## config.mk

```make
export PLATFORM = sky130hd
export DESIGN_NAME = lfu_victim_select
export DESIGN_NICKNAME = d
export VERILOG_FILES = /design/src/rtl/lfu_victim_select.sv
export SDC_FILE = /design/constraint.sdc
export NUM_CORES = 1
export LEC_CHECK = 0
export CORE_AREA = 2 2 74 76
export DETAILED_ROUTE_END_ITERATION = 12
export DIE_AREA = 0 0 76 78
export PLACE_DENSITY = 0.52
export SLEW_MARGIN = 20
export SYNTH_ARGS = -nofsm -noshare
export SYNTH_HDL_FRONTEND = slang
export SYNTH_SLANG_ARGS = --single-unit
```

## constraint.sdc

```tcl
create_clock -name clk -period 3.89 [get_ports clk]
set_clock_uncertainty 0.05 [all_clocks]
set_input_delay 0.778 -clock clk [delete_from_list [all_inputs] [get_ports clk]]
set_output_delay 0.778 -clock clk [all_outputs]
set_load 0.05 [all_outputs]
```

## src/rtl/lfu_victim_select.sv

```systemverilog
// lfu_victim_select: least-frequently-used victim search over one cache set.
// Reads every way's usage count from the LFU counter array and reports the
// way with the smallest count; ties go to the lowest way index.
// Optional build macro: LFU_SKIP_ZERO_EN (stop the scan early on a zero count).
module lfu_victim_select #(
  parameter int bitsDirect  = 10,
  parameter int sizeCounter = 4,
  parameter int bitsWays    = 2
) (
  input  logic                             clk,
  input  logic                             gen_reset,
  input  logic                             start,
  input  logic [bitsDirect-bitsWays-1:0]   set_index,
  output logic [bitsDirect-1:0]            cnt_address,
  output logic                             cnt_read,
  input  logic [sizeCounter-1:0]           cnt_in,
  output logic                             busy,
  output logic                             done,
  output logic [bitsWays-1:0]              victim_way,
  output logic [sizeCounter-1:0]           victim_count
);

  localparam int SetW = bitsDirect - bitsWays;

  typedef enum logic [1:0] {IDLE, SCAN, DRAIN, DONE} state_t;

  state_t                 state_q, state_d;
  logic [SetW-1:0]        set_q, set_d;
  logic [bitsWays-1:0]    way_q, way_d;
  // A read issued last cycle whose count is on cnt_in now, and its way.
  logic                   pend_q, pend_d;
  logic [bitsWays-1:0]    pend_way_q, pend_way_d;
  logic [bitsWays-1:0]    vway_q, vway_d;
  logic [sizeCounter-1:0] vcnt_q, vcnt_d;

  logic take;
  logic zero_hit;

  // Compare the returned count: way 0 loads unconditionally, later ways only if strictly smaller.
  always_comb begin
    take     = pend_q && ((pend_way_q == '0) || (cnt_in < vcnt_q));
    zero_hit = pend_q && (cnt_in == '0);
  end

  // Next-state, capture and victim-update logic.
  always_comb begin
    state_d    = state_q;
    set_d      = set_q;
    way_d      = way_q;
    pend_d     = 1'b0;
    pend_way_d = pend_way_q;
    vway_d     = vway_q;
    vcnt_d     = vcnt_q;

    if (take) begin
      vway_d = pend_way_q;
      vcnt_d = cnt_in;
    end

    case (state_q)
      IDLE: begin
        if (start) begin
          set_d   = set_index;
          way_d   = '0;
          state_d = SCAN;
        end
      end
      SCAN: begin
        pend_d     = 1'b1;
        pend_way_d = way_q;
        way_d      = way_q + 1'b1;
        if (way_q == '1) begin
          state_d = DRAIN;
        end
      end
      DRAIN: begin
        state_d = DONE;
      end
      DONE: begin
        state_d = IDLE;
      end
      default: begin
        state_d = IDLE;
      end
    endcase

`ifdef LFU_SKIP_ZERO_EN
    // Nothing can beat a zero: finish now and drop the read still in flight.
    if (zero_hit) begin
      state_d = DONE;
      pend_d  = 1'b0;
    end
`else
    if (zero_hit) begin
      state_d = state_d;
    end
`endif
  end

  // State and datapath registers.
  always_ff @(posedge clk or posedge gen_reset) begin
    if (gen_reset) begin
      state_q    <= IDLE;
      set_q      <= '0;
      way_q      <= '0;
      pend_q     <= 1'b0;
      pend_way_q <= '0;
      vway_q     <= '0;
      vcnt_q     <= '0;
    end else begin
      state_q    <= state_d;
      set_q      <= set_d;
      way_q      <= way_d;
      pend_q     <= pend_d;
      pend_way_q <= pend_way_d;
      vway_q     <= vway_d;
      vcnt_q     <= vcnt_d;
    end
  end

  // Moore outputs decoded from the registered state.
  always_comb begin
    cnt_read     = (state_q == SCAN);
    cnt_address  = cnt_read ? {set_q, way_q} : '0;
    busy         = (state_q != IDLE);
    done         = (state_q == DONE);
    victim_way   = vway_q;
    victim_count = vcnt_q;
  end

endmodule

```

Yosys cells after proc, flatten, opt, wreduce, memory -nomap -nowiden. Cells that the tools add are included.

Add/sub/neg operators: 1. Order comparisons: 1. Equal/unequal tests: 6. Mux-type cells: 7. Reduce and logical (&&, ||, !) cells: 9.

Operators with widths (count): two-way mux 10 bit (1); case mux 2 bit (4 select lines) (1); == test 2 bit, second input constant (3); two-way mux 2 bit (3); AND reduction 2 bit (3); logical NOT 2 bit (2); < comparator 4 bit (1); case mux 2 bit (2 select lines) (1); nonzero test 2 bit (2); adder 2 x 1 -> 2 bit, second input constant (1); == test 2 x 1 -> 1 bit, second input constant (1); != test 2 x 1 -> 1 bit, second input constant (1); != test 2 bit, second input constant (1); logical AND 1 bit (1); logical OR 1 bit (1); two-way mux 1 bit (1).

Bits in registers: 21. Bits of input ports: 15. Logic and storage cells: 31.

Longest topological paths before layout.
Depth in word-level cells: 3. Mapped depth: 6. Mapped depth without buffers: 5.

Worst setup path after synthesis. No wires, ideal clock.

Path kind: register to output. Start point: reg state_q[1]. End point: out cnt_address[7]. Arrival: 1777 ps. Setup slack: 1285 ps. Cell stages (with the launch flop): 5. Cells stage by stage: dfrtp_1 > inv_1 > ha_1 > clkbuf_1 > and2_1.

Cells in the longest elaborated chain, start to end: 2.

Ends and longest elaborated chain: from (decl) (RTL line 27) `state_t state_q, state_d;`; from (signal assigned) (RTL line 111) `state_q <= state_d;`; == test 2 x 1 -> 1 bit (RTL line 123) `cnt_read = (state_q == SCAN);`; net cnt_read (RTL line 15) `output logic cnt_read,`; two-way mux 10 bit (RTL line 124) `cnt_address = cnt_read ? {set_q, way_q} : '0;`; to (decl) (RTL line 14) `output logic [bitsDirect-1:0] cnt_address,`.

The timed path passes the listed nets, and every way through them passes these cells.

Worst setup path after layout.
Start point: reg state_q[1]. End point: out cnt_address[8].

Cells in the longest elaborated chain, start to end: 2.

Ends and longest elaborated chain (RTL line): == test 2 x 1 -> 1 bit (123); two-way mux 10 bit (124).

No other way between the ends.

==> flow_summary_export.csv <==
group,metric,value,unit
outcome,status,"finished clean",
power,power.total,1.555,mW
detailed_routing,wirelength,2867,um
flow_run,drv_cap,0,
detailed_routing,drt-met1-wl,1282,um
place,gp_congestion,0.6991,
final_layout,fill_cells,518,
clock_tree,cts.path.max_buffers,2,
floorplan,die_x,76,um
power,power_frac_seq,0.283,
synthesis,yosysWarnings,0,
clock_tree,cts_tree,"yes",
synthesis,ys.flop_type,"dfrtp_1",
worst_setup_path,rr_worst_depth,5,
clock_tree,clock-root-buffer,"clkbuf_8",
final_layout,syn_to_final_growth,34.96,%
grt,grt_pass1_vias,1089,
detailed_routing,drtIter0Drc,56,
synthesis,synth_cell_type_count,29,
power,clkPwrFrac,0.092,
sta,worstMarginPinSlew,826.2,ps
clock_tree,path_clk_slew,80,ps
clock_tree,cts_setup_buffers,0,
power,p_switching,0.7635,mW
power,sw_frac_of_total,0.4911,
grt,grt_overflow,0,
clock_tree,holdBufCountCts,0,
worst_setup_path,setup.worst_path.start_class,"register",
clock_tree,ctsResizeCount,0,
final_layout,drive_gt1_frac,0.1164,
clock_tree,insertion_delay,260,ps
detailed_routing,drc_errors,0,
synthesis,syn-num-nets,138,
sta,finalSetupViolCount,0,
detailed_routing,wl_met3,212,um
detailed_routing,avgViaCountPerCell,4.662,
synthesis,synth.cell_area,1252,um^2
floorplan,io_pins,34,
sta,slew_headroom,0.4486,
worst_setup_path,arrival,2300,ps
power,vdd.ir_drop.worst,359.0,uV
grt,grt_usage,0.1024,
final_layout,final_nets,171,
detailed_routing,vias,1007,
floorplan,core,5042,um^2
final_layout,diodes,0,
detailed_routing,wl_per_cell,13.27,um
worst_setup_path,endpoint_kind,"primary output",
power,internal-power,0.7910,mW
hold_path,min-delay-start,"set_q[6]",
synthesis,synth-seq-cells,21,
power,p_comb_frac,0.624,
synthesis,synth_commonest_cells,"dfrtp_1, inv_1, mux2_2",
synthesis,syn_inst,114,
synthesis,synth_edf_count,0,
detailed_routing,wl_met2,1356,um
floorplan,rows,26,
floorplan,die_area,5928,um^2
hold_path,holdPathStages,1,
worst_setup_path,r2r-start,"victim_count[1]",
clock_tree,cts_buffers,3,
sta,hold_viol_final,0,
clock_tree,cts.sinks,21,
hold_path,holdCritPathClass,"reg2reg",
sta,post-route-period-util,0.8040,
detailed_routing,top_layer_used,"met4",
place,port_buffers,33,
synthesis,async_reset_ff_frac,1.000,
clock_tree,htreeDepth,1,
worst_setup_path,crit_required,3060,ps
grt,grt_pass1_wl,5071,um
sta,setup_tns,0,ps
sta,rsz0062_at_grt,"false",
grt,grt_max_degree,22,
synthesis,avgSynthCellArea,10.99,um^2
place,dpl.hpwl,2120,um
sta,period_needed,3127,ps
synthesis,yosysTopAreaCell,"dfrtp_1",
worst_setup_path,crit_fanout,18,
detailed_routing,ant_nets,0,
worst_setup_path,worstSetupPathType,"reg2out",
synthesis,synth_top_area_frac,0.4196,
power,power_leakage,0.7085,nW
sta,maxSlewViolCount,0,
synthesis,synth_most_common_cell,"dfrtp_1",
detailed_routing,dr.pass1.iters,6,
floorplan,die_y,78,um
sta,fmax,319.7,MHz
worst_setup_path,crit_start,"state_q[1]",
floorplan,start_util,0.2484,
synthesis,ys_seq_area_frac,0.4196,
grt,antenna_found_initial,0,
power,pwr_density_cell,919.7,nW/um^2
synthesis,synth.area.top_cells,"dfrtp_1, mux2_2, ha_1, and2_1, inv_1",
power groups by stage:
stage | combinational, mW | clock [mW] | sequential, mW
after global placement | 0.953 | 0 | 0.438
after detailed placement | 0.972 | 0 | 0.445
after floorplan | 0.650 | 0 | 0.498
after CTS | 0.980 | 0.150 | 0.439
final | 0.970 | 0.144 | 0.441
after global routing | 1.05 | 0.164 | 0.461
state kept, by name (all words and copies together), names as in the netlist:
signal	flops
victim_way	2
set_q	8
way_q	2
pend_q	1
pend_way_q	2
victim_count	4
state_q	2
per-stage QoR:
step / hold slack (ps) / setup WS (ps) / utilization / instances / cell area [um^2]
after floorplan: 420.6 / 1285 / - / 114 / 1252
after global placement: 434.7 / 1082 / 0.3261 / 212 / 1644
after detailed placement: 437.4 / 1053 / 0.3261 / 212 / 1644
after CTS: 456.0 / 737.4 / 0.3352 / 216 / 1690
after global routing: 478.2 / 557.3 / 0.3352 / 216 / 1690
final: 453.3 / 762.5 / 0.3352 / 216 / 1690
layout make-up:
type / count / area [um^2] / share of cell area
Sequential cell: 21 / 525.5 / 0.3109
Tap cell: 70 / 87.58 / 0.05181
Multi-Input combinational cell: 77 / 659.4 / 0.3901
Clock buffer: 3 / 41.29 / 0.02443
Timing Repair Buffer: 33 / 330.3 / 0.1954
Clock inverter: 1 / 5.005 / 0.002961
Inverter: 11 / 41.29 / 0.02443
worst max-delay path: stages (launching register included):
cell and delay, ps:
dfrtp_1 410, inv_1 110, ha_1 490, and2_1 220
clkdlybuf4s50_1 800
routing by layer:
metal	GRT usage	up-vias
met5	0	-
met4	0.02727	0
met3	0.02558	2
met2	0.1795	44
met1	0.1257	480
li1	-	481
worst paths after layout:
| path | endpoint | slack, ps |
|---|---|---|
| min in group asynchronous | victim_way[0] | 930 |
| worst min-delay path | set_q[6] | 450 |
| worst min register to register | set_q[6] | 450 |
| max in group asynchronous | victim_way[1] | 2350 |
| worst max-delay path | cnt_address[8] | 760 |
| worst max register to register | victim_way[0] | 2050 |
kinds of logic after synthesis:
logic type               synth area share
AND/OR/NAND/NOR                    0.1569
AO/OA/AOI/OAI                      0.1648
flip-flops                         0.4196
buffers and inverters             0.05394
multiplexers                       0.1149
adder cells (fa/ha/maj)           0.08991
cells in the final DEF (no fill, tap or decap):
master and instances:
a21oi_1 1, nor3b_1 1, a211oi_1 2, or3b_1 1, clkinv_2 1, mux2_2 11
clkdlybuf4s50_1 33, o211a_1 1, nand3_1 8, o21ai_0 1, a21o_1 1, a2111oi_4 1
a211oi_2 1, nor2_1 2, and2_1 10, nand2_1 3, o21a_1 4, a221oi_1 4
nor4bb_1 4, o211ai_1 2, inv_1 11, clkbuf_8 3, a21boi_0 1, nand4_1 1
nand2b_1 2, ha_1 9, dfrtp_1 21, o2111ai_1 3, mux2i_1 2, a32o_1 1
(Power assumes the default switching activity.)
